`src/rtl/traffic_sensor_cond.sv`:
```
// Vehicle-detector conditioner: turns raw, asynchronous, bouncy road sensors into clean
// traffic-present levels for the light controller, with a sticky stuck-sensor fault.

module traffic_sensor_chan #(
  parameter int DEB_CYCLES   = 4,
  parameter int HOLD_CYCLES  = 8,
  parameter int STUCK_CYCLES = 200,
  parameter int CNT_W        = 8
) (
  input  logic clk_i,
  input  logic rst_i,
  input  logic s_i,
  output logic t_o,
  output logic fault_o
);

  typedef enum logic [2:0] {
    ST_EMPTY,
    ST_QUAL,
    ST_OCCUPIED,
    ST_HOLD,
    ST_FAULT
  } state_e;

  localparam logic [CNT_W-1:0] DEB_LAST   = CNT_W'(DEB_CYCLES - 1);
  localparam logic [CNT_W-1:0] HOLD_LAST  = CNT_W'(HOLD_CYCLES - 1);
  localparam logic [CNT_W-1:0] STUCK_LAST = CNT_W'(STUCK_CYCLES - 1);
  localparam logic [CNT_W-1:0] ONE        = CNT_W'(1);

  logic [1:0]       sync_q;
  state_e           state_q;
  logic [CNT_W-1:0] cnt_q;
  logic [CNT_W-1:0] stk_q;
  logic             t_q;
  logic             fault_q;
  logic             s;

  assign s = sync_q[1];

  // Outputs are assigned alongside each state transition, so they always reflect
  // the state being entered and carry no decode logic after the flops.
  // NOTE: every register here uses <= so all of them see pre-edge values of each other;
  // a blocking = would let later lines observe already-updated state within the same edge.
  always_ff @(posedge clk_i) begin
    if (rst_i) begin
      sync_q  <= 2'b00;
      state_q <= ST_EMPTY;
      cnt_q   <= '0;
      stk_q   <= '0;
      t_q     <= 1'b0;
      fault_q <= 1'b0;
    end else begin
      sync_q <= {sync_q[0], s_i};
      case (state_q)
        ST_EMPTY: begin
          if (s) begin
            state_q <= ST_QUAL;
            cnt_q   <= ONE;
          end
        end
        ST_QUAL: begin
          if (!s) begin
            state_q <= ST_EMPTY;
          end else if (cnt_q == DEB_LAST) begin
            state_q <= ST_OCCUPIED;
            stk_q   <= '0;
            t_q     <= 1'b1;
          end else begin
            cnt_q <= cnt_q + ONE;
          end
        end
        ST_OCCUPIED: begin
          if (!s) begin
            state_q <= ST_HOLD;
            cnt_q   <= ONE;
            stk_q   <= '0;
          end else if (stk_q == STUCK_LAST) begin
            // Fail safe: release the road so the light FSM can serve the other one.
            state_q <= ST_FAULT;
            t_q     <= 1'b0;
            fault_q <= 1'b1;
          end else begin
            stk_q <= stk_q + ONE;
          end
        end
        ST_HOLD: begin
          if (s) begin
            state_q <= ST_OCCUPIED;
            stk_q   <= '0;
          end else if (cnt_q == HOLD_LAST) begin
            state_q <= ST_EMPTY;
            t_q     <= 1'b0;
          end else begin
            cnt_q <= cnt_q + ONE;
          end
        end
        ST_FAULT: begin
          state_q <= ST_FAULT;
        end
        default: begin
          state_q <= ST_EMPTY;
          t_q     <= 1'b0;
          fault_q <= 1'b0;
        end
      endcase
    end
  end

  assign t_o     = t_q;
  assign fault_o = fault_q;

endmodule

module traffic_sensor_cond #(
  parameter int DEB_CYCLES   = 4,
  parameter int HOLD_CYCLES  = 8,
  parameter int STUCK_CYCLES = 200,
  parameter int CNT_W        = 8
) (
  input  logic CLK,
  input  logic RESET,
  input  logic SA,
  input  logic SB,
  output logic TA,
  output logic TB,
  output logic FAULT_A,
  output logic FAULT_B
);

  traffic_sensor_chan #(
    .DEB_CYCLES  (DEB_CYCLES),
    .HOLD_CYCLES (HOLD_CYCLES),
    .STUCK_CYCLES(STUCK_CYCLES),
    .CNT_W       (CNT_W)
  ) u_chan_a (
    .clk_i  (CLK),
    .rst_i  (RESET),
    .s_i    (SA),
    .t_o    (TA),
    .fault_o(FAULT_A)
  );

  traffic_sensor_chan #(
    .DEB_CYCLES  (DEB_CYCLES),
    .HOLD_CYCLES (HOLD_CYCLES),
    .STUCK_CYCLES(STUCK_CYCLES),
    .CNT_W       (CNT_W)
  ) u_chan_b (
    .clk_i  (CLK),
    .rst_i  (RESET),
    .s_i    (SB),
    .t_o    (TB),
    .fault_o(FAULT_B)
  );

endmodule

```
`config.mk`:
```
export PLATFORM = sky130hd
export DESIGN_NAME = traffic_sensor_cond
export DESIGN_NICKNAME = d
export VERILOG_FILES = /design/src/rtl/traffic_sensor_cond.sv
export SDC_FILE = /design/constraint.sdc
export NUM_CORES = 1
export LEC_CHECK = 0
export CAP_MARGIN = 25
export CORE_AREA = 2 2 55 109
export DETAILED_ROUTE_END_ITERATION = 10
export DIE_AREA = 0 0 57 111
export PLACE_DENSITY = 0.73
export SLEW_MARGIN = 20
export SYNTH_ARGS = -nofsm -noshare
export SYNTH_HDL_FRONTEND = slang
export SYNTH_SLANG_ARGS = --single-unit
export TNS_END_PERCENT = 1
```
`constraint.sdc`:
```
create_clock -name CLK -period 2.39 [get_ports CLK]
set_input_delay 0.239 -clock CLK [delete_from_list [all_inputs] [get_ports CLK]]
set_output_delay 0.239 -clock CLK [all_outputs]
set_load 0.05 [all_outputs]
```
==> flow_summary.json <==
{
  "fin_crit_ns": 2.22,
  "die_width_um": 57,
  "die_h_um": 111,
  "clock_path_buffers": 2,
  "grt_usage_pct": 17.5,
  "dr.pass1.iters": 4,
  "critPathLaunchType": "flop",
  "wl_um": 5290,
  "cts-resized-gates": 0,
  "dpl.hpwl_um": 3600,
  "clock.fmax_mhz": 450,
  "num_vias": 2194,
  "crit_cells": 5,
  "syn_to_final_growth_pct": 9.69,
  "maxSlewHeadroom_pct": 54.2,
  "hold_viol": 0,
  "crit_arrival_ns": 2.44,
  "reg2reg_depth": 5,
  "grt_overflow": 0,
  "syn_nets": 305,
  "drt-vias-per-instance": 6.09,
  "grt_max_degree": 33,
  "cts_tree": "done",
  "worstSkewPairLatency_ns": 0.28,
  "diodes": 0,
  "synthesis.area_mm2": 0.00252,
  "netlist-cell-type-count": 59,
  "crit_type": "flop to flop",
  "total_power_uw": 1640,
  "finalNonFillerCells": 360,
  "ys_seq_area_share_pct": 36.6,
  "start_util_pct": 45.3,
  "io_pins": 8,
  "clk_pin_slew_worst_paths_ns": 0.06,
  "fp-row-count": 39,
  "cap_viol_max_count": 0,
  "fin_worst_skew_ns": 0.00241,
  "detail_route.drc_violations": 0,
  "synth-seq-cells": 46,
  "first_iter_violations": 80,
  "power_density_mw_per_mm2": 594,
  "fin_hold_ws_ns": 0.439,
  "cts_sinks": 46,
  "period_share_pct": 92.9,
  "core_mm2": 0.00556,
  "avgSynthCellArea_um2": 8.48,
  "drive_above_1_share_pct": 9.36,
  "cts_hold_buf": 0,
  "setup_viol": 0,
  "numCtsBuffers": 5,
  "synth_ff_type": "dfxtp_1",
  "ir_drop_v": 0.000741,
  "leakage_uw": 0.000928,
  "required_ns": 2.61,
  "first_global_vias": 2121,
  "yosysTopAreaCell": "dfxtp_1",
  "wl_per_cell_um": 14.7,
  "grt_antenna_before_repair": 0,
  "tightest_slew_ns": 0.682,
  "max_stage_delay_ns": 0.58,
  "netlist_instances": 297,
  "rsz0062_at_grt": "false",
  "cts_root_buffer": "clkbuf_16",
  "slew_viol_final": 0,
  "h-tree-depth": 2,
  "grt_pass1_wl_um": 9250,
  "netlist_top_cells_area": "dfxtp_1, a21oi_1, nor2_1, o21ai_0, nor2b_1",
  "holdPathStages": 1,
  "crit_chain": "nor2b_2 > a21boi_2 > o21ai_1 > or4_1 > a21oi_1",
  "nets": 306,
  "yosysMostFrequentCell": "dfxtp_1",
  "port_buffers": 7,
  "status": "complete, no violations",
  "die_area_mm2": 0.00633,
  "slowest_stage": "or4_1",
  "crit_family": "simple AND/OR/NAND/NOR gates",
  "dp.cells": 352,
  "synth_top_area_share_pct": 36.6,
  "ant_nets": 0,
  "tns_ns": 0,
  "yosys_warnings": 0,
  "fill_cells": 523,
  "gp_congestion": 0.859,
  "crit_buf_inv": 0,
  "synthTopCellsByCount": "dfxtp_1, nor2_1, a21oi_1",
  "critPathMaxFanout": 13,
  "postCtsSetupBuffers": 0,
  "post-route-util_pct": 49.7,
  "hold_path.class": "flop to flop",
  "cp-end-kind": "flop",
  "async_flop_share_pct": 0,
  "synth_edf_count": 0
}
[kinds of logic (layout without fill, tap and decap cells)]
family,Yosys count,count (layout),synth area share (%)
AOI/OAI and AO/OA,88,88,24.0
xor gates and xnor gates,5,5,1.74
adders and majority gates,4,4,1.99
buffers and inverters,21,23,4.32
DFF,46,46,36.6
muxes,2,2,0.795
and+or+nand+nor,131,131,30.6
[layer usage]
layer  GRT usage, %  up-vias  part of all wire [%]  wire length, um
li1               -     1110                     -                -
met5              0        -                     0                0
met4           7.60        0                   1.4               74
met1           23.0     1037                    48             2540
met3           3.50        9                   2.9              153
met2           27.4       38                    48             2520
[stage by stage]
step	cell area [um^2]	setup slack (ns)
2_1_floorplan	2520	0.554
3_3_place_gp	2600	0.379
3_5_place_dp	2600	0.205
4_1_cts	2760	0.183
5_1_grt	2760	0.0665
6_report	2760	0.170
[layout make-up]
type                            instances  area [um^2]  area share [%]
Multi-Input combinational cell        230         1490            53.9
Timing Repair Buffer                   10         92.6            3.35
Clock buffer                            5          125            4.53
Tap cell                               61         76.3            2.76
Sequential cell                        46          921            33.3
Inverter                                5         18.8           0.679
Clock inverter                          3         40.0            1.45
[layout by cell type (no fill, tap or decap), drive strengths merged, types with 4 or more instances in the layout]
cell / count
o21ai: 18
a31oi: 8
o31ai: 4
o211ai: 5
nor4: 4
ha: 4
nor2b: 13
a211oi: 4
dfxtp: 46
clkdlybuf4s50: 7
nand2b: 8
clkbuf: 5
nor2: 26
inv: 5
nand3: 13
and3: 9
nand3b: 4
or3: 5
nand4: 4
nor3: 13
a21oi: 26
a311oi: 8
nand2: 17
[state kept, by name, indices dropped and copies added (netlist names)]
signal,count
u_chan_b.state_q,3
u_chan_b.cnt_q,8
u_chan_b.stk_q,8
u_chan_a.state_q,3
u_chan_a.stk_q,8
u_chan_b.sync_q,2
u_chan_a.fault_o,1
u_chan_a.sync_q,2
u_chan_a.cnt_q,8
u_chan_b.fault_o,1
u_chan_a.t_o,1
u_chan_b.t_o,1
[report_power, final]
part           internal, uW  switching (uW)
registers               776            12.1
clock network           489             286
logic                  31.1            46.7
total                  1300             345
[path summary, 6_finish.rpt]
| kind | startpoint | endpoint | slack, ns |
|---|---|---|---|
| worst max-delay path | u_chan_b.state_q[1] | u_chan_b.cnt_q[7] | 0.17 |
| worst min-delay path | u_chan_b.sync_q[0] | u_chan_b.sync_q[1] | 0.44 |
| worst max register to register | u_chan_b.state_q[1] | u_chan_b.cnt_q[7] | 0.17 |
| worst min register to register | u_chan_b.sync_q[0] | u_chan_b.sync_q[1] | 0.44 |
Note: power is estimated with default switching activity, not from simulation.
